===== config.mk =====
export PLATFORM = sky130hd
export DESIGN_NAME = load_store_unit
export DESIGN_NICKNAME = d
export VERILOG_FILES = /design/src/rtl/load_store_unit.sv
export SDC_FILE = /design/constraint.sdc
export NUM_CORES = 1
export LEC_CHECK = 0
export CAP_MARGIN = 20
export CORE_ASPECT_RATIO = 0.9
export CORE_MARGIN = 2
export CORE_UTILIZATION = 40
export DETAILED_ROUTE_END_ITERATION = 10
export GPL_TIMING_DRIVEN = 0
export PLACE_DENSITY = 0.68
export REMOVE_ABC_BUFFERS = 1
export SYNTH_ARGS = -nofsm -noshare
export SYNTH_HDL_FRONTEND = slang
export SYNTH_SLANG_ARGS = --single-unit

===== constraint.sdc =====
create_clock -name CLK -period 3.3 [get_ports CLK]
set_input_delay 0.99 -clock CLK [delete_from_list [all_inputs] [get_ports CLK]]
set_output_delay 0.99 -clock CLK [all_outputs]
set_load 0.01 [all_outputs]

===== src/rtl/load_store_unit.sv =====
// Byte-addressed load/store unit in front of a word-addressed data memory.
// Optional macro LSU_MISALIGN_CHECK_EN turns misaligned half/word accesses into errors.
module load_store_unit #(
    parameter int ADDR_W    = 32,
    parameter int MEM_WORDS = 64
) (
    input  logic              CLK,
    input  logic              RST_N,
    input  logic              REQ_VALID,
    output logic              REQ_READY,
    input  logic              REQ_WE,
    input  logic [1:0]        REQ_SIZE,
    input  logic              REQ_UNSIGNED,
    input  logic [ADDR_W-1:0] REQ_ADDR,
    input  logic [31:0]       REQ_WDATA,
    output logic              RSP_VALID,
    input  logic              RSP_READY,
    output logic [31:0]       RSP_RDATA,
    output logic              RSP_ERR,
    output logic [31:0]       MEM_A,
    output logic [31:0]       MEM_WD,
    output logic [1:0]        MEM_RWE,
    input  logic [31:0]       MEM_RD,
    output logic [1:0]        DBG_STATE
);

    // Handshakes: a transfer happens on a rising edge where valid and ready are both 1;
    // valid never depends on ready, and a response is held unchanged until it is taken.
    typedef enum logic [1:0] {IDLE, READ, WRITE, RESP} state_t;

    state_t      state, state_nxt;
    logic [31:0] idx_q;
    logic [1:0]  off_q;
    logic [1:0]  size_q;
    logic        we_q;
    logic        uns_q;
    logic [31:0] wdata_q;
    logic [31:0] word_q;
    logic [31:0] rsp_rdata_q;
    logic        rsp_err_q;

    logic [31:0] idx_in;
    logic        range_err;
    logic        align_err;
    logic        req_err;
    logic        accept;
    logic [31:0] load_data;
    logic [31:0] merged;
    logic [7:0]  lane_b;
    logic [15:0] lane_h;

    assign idx_in    = 32'(REQ_ADDR >> 2);
    assign range_err = idx_in >= 32'(MEM_WORDS);
`ifdef LSU_MISALIGN_CHECK_EN
    assign align_err = ((REQ_SIZE == 2'd1) && REQ_ADDR[0]) ||
                       ((REQ_SIZE == 2'd2) && (REQ_ADDR[1:0] != 2'b00));
`else
    assign align_err = 1'b0;
`endif
    assign req_err   = (REQ_SIZE == 2'd3) || range_err || align_err;
    assign accept    = REQ_VALID && REQ_READY;

    // Lane extraction ignores the low address bits a size does not use, so the
    // relaxed-alignment build needs no special casing here.
    always_comb begin
        lane_b    = MEM_RD[8*off_q +: 8];
        lane_h    = off_q[1] ? MEM_RD[31:16] : MEM_RD[15:0];
        load_data = MEM_RD;
        case (size_q)
            2'd0:    load_data = uns_q ? {24'h0, lane_b} : {{24{lane_b[7]}}, lane_b};
            2'd1:    load_data = uns_q ? {16'h0, lane_h} : {{16{lane_h[15]}}, lane_h};
            default: load_data = MEM_RD;
        endcase
    end

    always_comb begin
        merged = word_q;
        case (size_q)
            2'd0:    merged[8*off_q +: 8] = wdata_q[7:0];
            2'd1:    merged[16*off_q[1] +: 16] = wdata_q[15:0];
            default: merged = wdata_q;
        endcase
    end

    always_comb begin
        state_nxt = state;
        case (state)
            IDLE: begin
                if (accept) begin
                    if (req_err)
                        state_nxt = RESP;
                    else if (REQ_WE && (REQ_SIZE == 2'd2))
                        state_nxt = WRITE;
                    else
                        state_nxt = READ;
                end
            end
            READ:    state_nxt = we_q ? WRITE : RESP;
            WRITE:   state_nxt = RESP;
            RESP:    if (RSP_READY) state_nxt = IDLE;
            default: state_nxt = IDLE;
        endcase
    end

    always_ff @(posedge CLK or negedge RST_N) begin
        if (!RST_N) begin
            state       <= IDLE;
            idx_q       <= '0;
            off_q       <= '0;
            size_q      <= '0;
            we_q        <= 1'b0;
            uns_q       <= 1'b0;
            wdata_q     <= '0;
            word_q      <= '0;
            rsp_rdata_q <= '0;
            rsp_err_q   <= 1'b0;
        end else begin
            state <= state_nxt;
            case (state)
                IDLE: begin
                    if (accept) begin
                        idx_q       <= idx_in;
                        off_q       <= REQ_ADDR[1:0];
                        size_q      <= REQ_SIZE;
                        we_q        <= REQ_WE;
                        uns_q       <= REQ_UNSIGNED;
                        wdata_q     <= REQ_WDATA;
                        rsp_rdata_q <= '0;
                        rsp_err_q   <= req_err;
                    end
                end
                READ: begin
                    if (we_q)
                        word_q <= MEM_RD;
                    else
                        rsp_rdata_q <= load_data;
                end
                default: ;
            endcase
        end
    end

    assign REQ_READY = (state == IDLE) && RST_N;
    assign RSP_VALID = (state == RESP);
    assign RSP_RDATA = (state == RESP) ? rsp_rdata_q : 32'h0;
    assign RSP_ERR   = (state == RESP) && rsp_err_q;
    assign MEM_A     = ((state == READ) || (state == WRITE)) ? idx_q : 32'h0;
    assign MEM_WD    = (state == WRITE) ? merged : 32'h0;
    assign MEM_RWE   = (state == WRITE) ? 2'd3 : 2'd0;
    assign DBG_STATE = state;

endmodule

==> metrics.csv, run 1 <==
stage,metric,value,unit
timing,report.final.setup_viol,24,
finish,post_layout_nonfiller_instances,1273,
min_path,worstHoldPathCells,2,
cts,cts.path.max_buffers,2,
power,power-per-cell-area,1016,mW/mm^2
routing,postRouteAntennaNets,0,
placed_design,place.detailed.hpwl,15.83,mm
finish,layout_commonest_cell,nand2_1,
timing,final_critical_path_setup_slack,-0.2068,ns
grt,groute.usage.overall,0.2500,
power,total_power,11.05,mW
timing,final.setup_skew,0.008213,ns
power,p_comb_frac,0.534,
yosys,synth_xor_xnor_area_share,0,
timing,max_slew.worst_pin.slew,0.9326,ns
yosys,synth-edff-count,0,
worst_setup_path,cp-end-kind,output port,
placed_design,portBuffers,204,
floorplan,x_dimension_of_the_die,148.8,um
timing,slew_headroom,0.3759,
yosys,synthSimpleGateAreaFrac,0.2568,
placed_design,placement.cell_area,0.009793,sq mm
yosys,synth_largest_type_area_fraction,0.4475,
yosys,yosys.area_share.adder,0.01492,
worst_setup_path,r2r_end,rsp_rdata_q[31],
routing,route.vias.total,6927,
worst_setup_path,setup.worst_path.class,reg -> out,
finish,antenna_cells_inserted,0,
yosys,synth_ff_type,dfrtp_1,
power,total_leakage_power,4.760,nW
yosys,yosys-top-cells-area,"dfrtp_1, nand2_1, mux2_2",
timing,rsz0062_at_grt,true,
worst_setup_path,worst-r2r-cell-count,6,
routing,post-route-drc-count,0,
cts,tritoncts.num_buffers,17,
grt,grt_pass1_wl,38.25,mm
worst_setup_path,timing.critical_path.to,MEM_WD[10],
worst_setup_path,crit_start,off_q[1],
worst_setup_path,cp-start-kind,register,
grt,grt_max_degree,86,
timing,max_freq,285.2,MHz
cts,clk-insertion-delay-late,0.42,ns
yosys,synth.distinct_cells,52,
timing,max_slew_violation_count,0,
yosys,synth_sequential_area_ratio,0.4475,
worst_setup_path,arrival,2.52,ns
power,power.net_switching,4.420,mW
worst_setup_path,critical_path_cell_count,8,
routing,wl_per_cell,19.74,um
routing,drt_iter0_markers,573,
worst_setup_path,slowest_stage,dfrtp_2,
power,p_int,6.628,mW
status,run_status,finished with violations,
yosys,synth_top_family_by_area,simple AND/OR/NAND/NOR gates,
power,switching_share,0.4001,
routing,vias_per_cell,5.441,
finish,finish.net_count,1128,
power,share_seq_of_total_power,0.281,
min_path,holdCritStartpoint,idx_q[2],
placed_design,dp_cells,1216,
worst_setup_path,cp_max_fo,7,
worst_setup_path,path_buf_inv,3,
placed_design,place_congestion,0.8263,
yosys,syn_area,0.007548,sq mm
finish,post_route_cells_drive_above_1_share,0.1936,
finish,post-route-util,0.5892,
yosys,syn_inst,820,
floorplan,io_pins,207,
routing,drt_wl_total,25.13,mm
cts,cts_htree_levels,4,
floorplan,fp.dieH,134.3,um
floorplan,initial_standard_cell_utilization_of_the_core,0.4088,
finish,synthToLayoutAreaGrowth,44.12,%
floorplan,floorplan.core_area,0.01847,sq mm
cts,clk_root_buffer_cell,clkbuf_16,
cts,tritoncts,yes,
yosys,post_synthesis_mux_area_share,0.08288,
finish,final_cell_mix,"nand2_1, clkdlybuf4s50_1, dfrtp_1, and2_1, mux2_2",
worst_setup_path,regToRegStartpoint,DBG_STATE[1],
finish,layout_filler_cell_count,1662,
power,clk_network_pwr_share,0.185,
min_path,hold_class,reg -> reg,
yosys,fraction_of_the_mapped_netlist_area_in_compound_gates,0.1553,
yosys,postSynthAreaPerCell,9.205,sq um
finish,final_cell_area,0.01088,sq mm
worst_setup_path,worst_path_cell_trace,clkinvlp_4 > ha_4 > and4b_4 > buf_6 > a22o_1 > a222oi_1 > nor2b_1 > buf_2,
timing,final.min_clock_period,3.507,ns
worst_setup_path,regToRegSetupSlack,0.67,ns
worst_setup_path,critPathMaxStageDelay,0.42,ns
floorplan,rows,47,
routing,drt_pass1_iterations,6,
yosys,syn_warnings,0,
status,failing_checks,setup timing,
cts,clock_sink_count,135,
timing,finalHoldWorstSlack,0.4674,ns
cts,clkSlewWorstSetupHoldPaths,0.06,ns
run,max_cap_violations,0,
worst_setup_path,worst_ep_required_time,2.31,ns
grt,grt.overflow.total,0,
power,vdd_ir_drop_max,0.5505,mV
yosys,ys_async_sr_fraction,1.000,
yosys,netlist.top_cell.by_area,dfrtp_1,
worst_setup_path,path_delay_family,buffers and inverters,
yosys,yosys_register_bits,135,
floorplan,design.die.area,0.01999,sq mm
grt,first_global_vias,6644,
grt,antenna_found_initial,1,
timing,timing.final.hold_violations,0,
timing,timing.final.crit_share,1.063,
==> worst min path at each step <==
stage / end / slack, ns
5_1_grt: idx_q[18] / 0.49
4_1_cts: idx_q[7] / 0.47
2_1_floorplan: idx_q[0] / 0.44
3_3_place_gp: idx_q[17] / 0.45
6_report: idx_q[2] / 0.47
3_5_place_dp: idx_q[7] / 0.45
==> per-layer routing <==
metal	GRT usage	part of all wire	up-vias
li1	-	-	3242
met1	0.3536	0.46	3360
met2	0.3794	0.45	285
met3	0.06531	0.078	38
met4	0.07196	0.018	2
met5	0	0.00048	-
==> final cells by class <==
class | instances | area [sq um] | share of cell area
clock buffers | 20 | 446.7 | 0.04106
flip-flops and latches | 135 | 3388 | 0.3114
clock inverters | 12 | 175.2 | 0.01610
inverters | 8 | 37.54 | 0.003450
multi-input cells | 615 | 4179 | 0.3841
repair buffers | 238 | 2346 | 0.2156
well taps | 245 | 306.5 | 0.02818
==> logic make-up after synthesis <==
kind of cell	count (synthesis)
AO/OA/AOI/OAI	148
adder cells (fa/ha/maj)	9
buffers and inverters	71
flip-flops	135
multiplexers	57
other	1
AND/OR/NAND/NOR	399
==> flip-flops by register name (all words and copies together), names as in the netlist <==
| name | cells |
|---|---|
| rsp_rdata_q | 32 |
| wdata_q | 32 |
| word_q | 32 |
| idx_q | 30 |
| DBG_STATE | 2 |
| off_q | 2 |
| size_q | 2 |
| rsp_err_q | 1 |
| uns_q | 1 |
| we_q | 1 |
==> stage by stage <==
step / setup WS, ns / TNS (ns)
after global routing: -0.3068 / -5.017
final: -0.2068 / -2.185
after detailed placement: -0.8076 / -29.30
after floorplan: -0.9723 / -25.07
after global placement: -7.286 / -1345.25
after CTS: -0.1956 / -2.081
==> power groups by stage <==
stage	sequential (mW)	clock, mW	combinational [mW]
floorplan	3.00	0	2.95
CTS	3.07	2.07	5.63
finish	3.10	2.04	5.90
detailed placement	3.13	0	5.18
global placement	3.32	0	4.85
global route	3.19	2.14	6.38
==> timing repair <==
item	in CTS	in global routing
gates cloned	1	0
buffers inserted	17	7
hold buffers	0	0
pin swaps	21	29
resized for setup	169	35
setup endpoints to repair	114	79
hold endpoints to repair	0	0
==> synthesized netlist by cell type (12+ instances only) <==
| library cell | count |
|---|---|
| o21ai_0 | 18 |
| buf_2 | 16 |
| a221o_1 | 32 |
| mux2i_1 | 16 |
| nand2b_1 | 18 |
| a21oi_1 | 25 |
| nor2b_1 | 26 |
| a22oi_1 | 17 |
| mux2_2 | 40 |
| dfrtp_1 | 135 |
| and2_1 | 65 |
| nand2_1 | 241 |
| clkbuf_1 | 28 |
| buf_1 | 12 |
==> tightest hold or removal path: stages, from the launching register on <==
cell and delay (ns):
dfrtp_1 0.34, nand2_1 0.05, nand2_1 0.05
(Power assumes the default switching activity.)
==> run 2: changes to the inputs <==
- SETUP_SLACK_MARGIN: unset -> 0.3
==> run 2 against run 1 <==
Effect of this change:
- the run still ends with setup timing left
- clock-buffer cell count stayed put
- die area stayed put
- clock power hardly changed
- wire length is 2.9% higher
==> metrics.csv, run 2 (synthesis gave the netlist of run 1 again) <==
stage,metric,value,unit
finish,layout_filler_cell_count,1639,
cts,clk_root_buffer_cell,clkbuf_16,
grt,first_global_vias,6749,
power,switching_share,0.4000,
worst_setup_path,cp_max_fo,4,
worst_setup_path,setup.worst_path.class,reg -> out,
finish,synthToLayoutAreaGrowth,47.89,%
power,p_comb_frac,0.543,
routing,post-route-drc-count,0,
timing,rsz0062_at_grt,true,
status,run_status,finished with violations,
grt,grt_pass1_wl,39.18,mm
worst_setup_path,cp_common_cell,buf_6,
finish,antenna_cells_inserted,0,
power,share_seq_of_total_power,0.275,
routing,wl_per_cell,19.97,um
worst_setup_path,worst-r2r-cell-count,6,
placed_design,portBuffers,204,
timing,slew_headroom,0.3714,
timing,max_slew.worst_pin.slew,0.9394,ns
floorplan,x_dimension_of_the_die,148.8,um
routing,postRouteAntennaNets,0,
status,failing_checks,setup timing,
floorplan,fp.dieH,134.3,um
grt,antenna_found_initial,1,
placed_design,place.detailed.hpwl,15.83,mm
cts,cts.path.max_buffers,2,
power,power.net_switching,4.494,mW
placed_design,dp_cells,1216,
timing,final.setup_skew,0.007682,ns
worst_setup_path,critPathMaxStageDelay,0.40,ns
cts,clock_sink_count,135,
finish,post_route_cells_drive_above_1_share,0.2076,
worst_setup_path,cp-end-kind,output port,
finish,layout_commonest_cell,nand2_1,
grt,grt.overflow.total,0,
timing,finalHoldWorstSlack,0.3863,ns
routing,route.vias.total,7121,
worst_setup_path,worst_ep_required_time,2.31,ns
cts,clkSlewWorstSetupHoldPaths,0.06,ns
power,clk_network_pwr_share,0.182,
cts,tritoncts.num_buffers,17,
worst_setup_path,worst_path_cell_trace,clkinvlp_4 > buf_6 > ha_4 > nor4bb_4 > buf_4 > buf_6 > a221o_1 > a22oi_2 > nor2b_1 > buf_2,
routing,drt_pass1_iterations,6,
routing,drt_wl_total,25.87,mm
floorplan,initial_standard_cell_utilization_of_the_core,0.4088,
worst_setup_path,path_delay_family,buffers and inverters,
worst_setup_path,path_buf_inv,5,
timing,totalNegativeSetupSlack,-2.791,ns
cts,clk-insertion-delay-late,0.43,ns
grt,grt_max_degree,86,
timing,final_critical_path_setup_slack,-0.2020,ns
finish,layout_top_registers,"rsp_rdata_q x32, wdata_q x32, word_q x32",
floorplan,floorplan.core_area,0.01847,sq mm
power,vdd_ir_drop_max,0.5452,mV
min_path,hold_class,in -> async,
worst_setup_path,critical_path_cell_count,10,
power,power-per-cell-area,1007,mW/mm^2
finish,post_layout_nonfiller_instances,1295,
finish,post-route-util,0.6046,
floorplan,io_pins,207,
worst_setup_path,slowest_stage,dfrtp_2,
grt,groute.usage.overall,0.2574,
power,p_int,6.742,mW
floorplan,rows,47,
worst_setup_path,cp-start-kind,register,
cts,cts_htree_levels,4,
routing,drt_iter0_markers,542,
finish,final_cell_mix,"nand2_1, clkdlybuf4s50_1, dfrtp_1, and2_1, mux2_2",
timing,timing.final.hold_violations,0,
timing,report.final.setup_viol,27,
timing,final.min_clock_period,3.502,ns
timing,max_slew_violation_count,0,
timing,max_freq,285.6,MHz
finish,finish.net_count,1150,
cts,tritoncts,yes,
routing,vias_per_cell,5.499,
floorplan,design.die.area,0.01999,sq mm
run,max_cap_violations,0,
power,total_leakage_power,5.392,nW
worst_setup_path,arrival,2.51,ns
timing,timing.final.crit_share,1.061,
placed_design,place_congestion,0.8263,
-- run 2: cell count changes in the layout (fill, tap and decap cells not counted), sizes merged --
cell,change
bufbuf,+1
clkdlybuf4s50,-39
buf,+22
dlygate4sd2,+13
clkbuf,-1
dlymetal6s2s,+26
-- run 2: layout make-up --
class | count | area [sq um] | area share
repair buffers | 260 | 2638 | 0.2363
flip-flops and latches | 135 | 3388 | 0.3035
well taps | 245 | 306.5 | 0.02746
inverters | 8 | 37.54 | 0.003362
multi-input cells | 615 | 4172 | 0.3737
clock buffers | 20 | 446.7 | 0.04001
clock inverters | 12 | 175.2 | 0.01569
-- run 2: worst register-to-register path, cell delays in order (launching register included) --
cell and delay (ns):
dfrtp_2 0.41, inv_1 0.13, ha_1 0.23, nand2b_1 0.13, a21oi_4 0.53, and2_1 0.79, a221o_1 0.28
-- run 2: repair_timing --
action	4_1_cts	5_1_grt
gates cloned	2	0
pin swaps	29	31
gates resized for setup	203	50
endpoints found under the setup margin	115	69
buffers inserted	31	14
hold buffers	0	0
-- run 2: through the flow --
| stage | setup slack, ns | total power, mW | area [sq um] |
|---|---|---|---|
| floorplan | -0.9723 | 5.948 | 7264 |
| global placement | -7.286 | 8.170 | 9613 |
| detailed placement | -0.8076 | 8.313 | 9793 |
| CTS | -0.2107 | 10.96 | 10880 |
| global route | -0.2955 | 11.90 | 11160 |
| finish | -0.2020 | 11.24 | 11160 |
-- run 2: final timing paths --
path                       slack (ns)          from         endpoint
setup / recovery                -0.20      off_q[1]       MEM_WD[21]
min in group CLK                 0.47     idx_q[20]        idx_q[20]
setup reg to reg                 0.74  DBG_STATE[1]  rsp_rdata_q[19]
hold reg to reg                  0.47     idx_q[20]        idx_q[20]
hold / removal                   0.39         RST_N        idx_q[23]
max in group asynchronous        2.20         RST_N     DBG_STATE[1]
-- run 2: power groups by stage --
stage	sequential (mW)	clock, mW	combinational (mW)
2_1_floorplan	3.00	0	2.95
6_report	3.09	2.04	6.10
5_1_grt	3.18	2.14	6.58
3_5_place_dp	3.13	0	5.18
3_3_place_gp	3.32	0	4.85
4_1_cts	3.06	2.07	5.84
-- run 2: per-layer routing --
metal  track usage  share of wire  vias up
li1              -              -     3292
met3       0.06395          0.082       52
met1        0.3643           0.45     3465
met5             0        0.00046        -
met4       0.08095          0.025        2
met2        0.3897           0.45      310
==> run 3: changes to the inputs <==
- CAP_MARGIN: 20 -> unset
- GPL_TIMING_DRIVEN: 0 -> 1
==> run 3 against run 2 <==
Effect of this change:
- the run still ends with setup timing left
- cell count rose by 0.15%
- sequential cell count did not move
- via count fell by 1.2%
- critical path type unchanged
- critical path depth did not move
- non-clock buffer count rose by 2
- critical endpoint is now MEM_WD[26]
- largest cell class unchanged
- wire length fell by 1.9%
- sequential share of layout area rose by 0.44 points
- setup slack improved by 0.15 ns
- clock power barely moved
- highest routed layer is now met4
==> metrics.csv, run 3 (synthesis gave the netlist of run 1 again) <==
stage,metric,value,unit
status,run_status,finished with violations,
status,failing_checks,setup timing,
min_path,hold_class,in -> async,
finish,final_cell_area,0.01098,sq mm
power,total_leakage_power,5.010,nW
finish,layout_top_registers,"rsp_rdata_q x32, wdata_q x32, word_q x32",
grt,grt.overflow.total,0,
timing,slew_headroom,0.3266,
power,total_power,11.08,mW
timing,timing.final.crit_share,1.015,
timing,final_critical_path_setup_slack,-0.04842,ns
floorplan,io_pins,207,
finish,layout_commonest_cell,nand2_1,
worst_setup_path,setup.worst_path.class,reg -> out,
power,vdd_ir_drop_max,0.5027,mV
timing,final.setup_skew,0.008820,ns
power,p_comb_frac,0.534,
timing,timing.final.hold_violations,0,
floorplan,x_dimension_of_the_die,148.8,um
floorplan,initial_standard_cell_utilization_of_the_core,0.4088,
floorplan,floorplan.core_area,0.01847,sq mm
power,share_seq_of_total_power,0.283,
finish,synthToLayoutAreaGrowth,45.48,%
cts,cts.path.max_buffers,2,
finish,final_cell_mix,"nand2_1, clkdlybuf4s50_1, dfrtp_1, and2_1, mux2_2",
finish,post-route-util,0.5947,
finish,antenna_cells_inserted,0,
power,power-per-cell-area,1009,mW/mm^2
grt,grt_max_degree,76,
power,switching_share,0.4016,
grt,antenna_found_initial,0,
timing,totalNegativeSetupSlack,-0.09447,ns
cts,cts_htree_levels,4,
timing,max_slew_violation_count,0,
floorplan,rows,47,
finish,post_layout_nonfiller_instances,1297,
worst_setup_path,critPathMaxStageDelay,0.40,ns
routing,wl_per_cell,19.57,um
timing,max_freq,298.6,MHz
worst_setup_path,worst_ep_required_time,2.31,ns
routing,postRouteAntennaNets,0,
placed_design,dp_cells,1245,
floorplan,design.die.area,0.01999,sq mm
routing,vias_per_cell,5.427,
worst_setup_path,cp-end-kind,output port,
cts,clock_sink_count,135,
power,clk_network_pwr_share,0.183,
power,p_int,6.631,mW
grt,groute.usage.overall,0.2529,
timing,rsz0062_at_grt,true,
worst_setup_path,cp-start-kind,register,
cts,clk-insertion-delay-late,0.43,ns
timing,report.final.setup_viol,2,
routing,drt_wl_total,25.38,mm
routing,drt_pass1_iterations,7,
routing,drt_iter0_markers,561,
placed_design,placement.cell_area,0.009942,sq mm
routing,route.vias.total,7039,
worst_setup_path,slowest_stage,dfrtp_1,
cts,tritoncts,yes,
cts,tritoncts.num_buffers,17,
cts,clk_root_buffer_cell,clkbuf_16,
floorplan,fp.dieH,134.3,um
grt,grt_pass1_wl,38.78,mm
placed_design,place.detailed.hpwl,17.00,mm
timing,finalHoldWorstSlack,0.3862,ns
cts,cts-hold-fix-buffers,0,
finish,layout_filler_cell_count,1662,
cts,clkSlewWorstSetupHoldPaths,0.06,ns
run,max_cap_violations,0,
placed_design,portBuffers,204,
timing,final.min_clock_period,3.348,ns
worst_setup_path,worst_path_cell_trace,inv_2 > ha_4 > nor4bb_2 > buf_4 > buf_12 > buf_6 > a221o_1 > a22oi_2 > nor2b_2 > buf_2,
power,power.net_switching,4.450,mW
routing,post-route-drc-count,0,
grt,first_global_vias,6777,
placed_design,place_congestion,0.8938,
placed_design,dpl_worst_slack,0.08044,ns
worst_setup_path,arrival,2.36,ns
worst_setup_path,cp_max_fo,4,
timing,max_slew.worst_pin.slew,1.006,ns
finish,post_route_cells_drive_above_1_share,0.2120,
finish,finish.net_count,1152,
## run 3: cell types whose count changed in the layout (fill, tap and decap cells not counted), sizes merged
cell	change
dlymetal6s2s	-26
bufbuf	-1
clkdlybuf4s50	+9
buf	+3
clkinv	+1
dlygate4sd2	+17
clkbuf	-1
## run 3: layout make-up
class	instances	area, sq um	area share
timing repair buffer	262	2466	0.2246
multi-input combinational	615	4172	0.3799
clock inverter	13	178.9	0.01629
sequential	135	3382	0.3080
inverter	8	33.78	0.003076
tap	245	306.5	0.02791
clock buffer	19	442.9	0.04033
## run 3: repair_timing
item,in CTS,in global routing
pin swaps,22,26
gates resized for setup,175,72
gates cloned,1,0
setup endpoints to repair,93,61
setup buffers,11,8
## run 3: path summary, 6_finish.rpt
kind                            slack, ns  startpoint  cells after the start         endpoint
worst max-delay path                -0.05    off_q[0]                     10       MEM_WD[26]
worst min-delay path                 0.39       RST_N                      1        idx_q[18]
worst max register to register       0.78   size_q[0]                      6  rsp_rdata_q[25]
worst min register to register       0.46    idx_q[0]                      2         idx_q[0]
max in group asynchronous            1.24       RST_N                      3        word_q[3]
min in group CLK                     0.46    idx_q[0]                      2         idx_q[0]
## run 3: critical path, delay by kind of cell, from the launching register on
family,cells,cell delay [ns]
AOI/OAI and AO/OA,2,0.20
adders and majority gates,1,0.24
buffers and inverters,5,0.65
DFF,1,0.40
and+or+nand+nor,2,0.44
## run 3: per-layer routing
metal | track usage | wire, um
met1 | 0.3636 | 11570
met2 | 0.3899 | 11600
met3 | 0.05476 | 1833
met4 | 0.06455 | 381
met5 | 0 | 0
## run 3: power by group through the flow
stage / Combinational (mW) / Sequential, mW / Clock, mW
3_3_place_gp: 5.31 / 3.06 / 0
4_1_cts: 5.54 / 3.07 / 2.05
2_1_floorplan: 2.95 / 3.00 / 0
5_1_grt: 6.42 / 3.21 / 2.13
6_report: 5.92 / 3.13 / 2.03
3_5_place_dp: 5.39 / 3.07 / 0
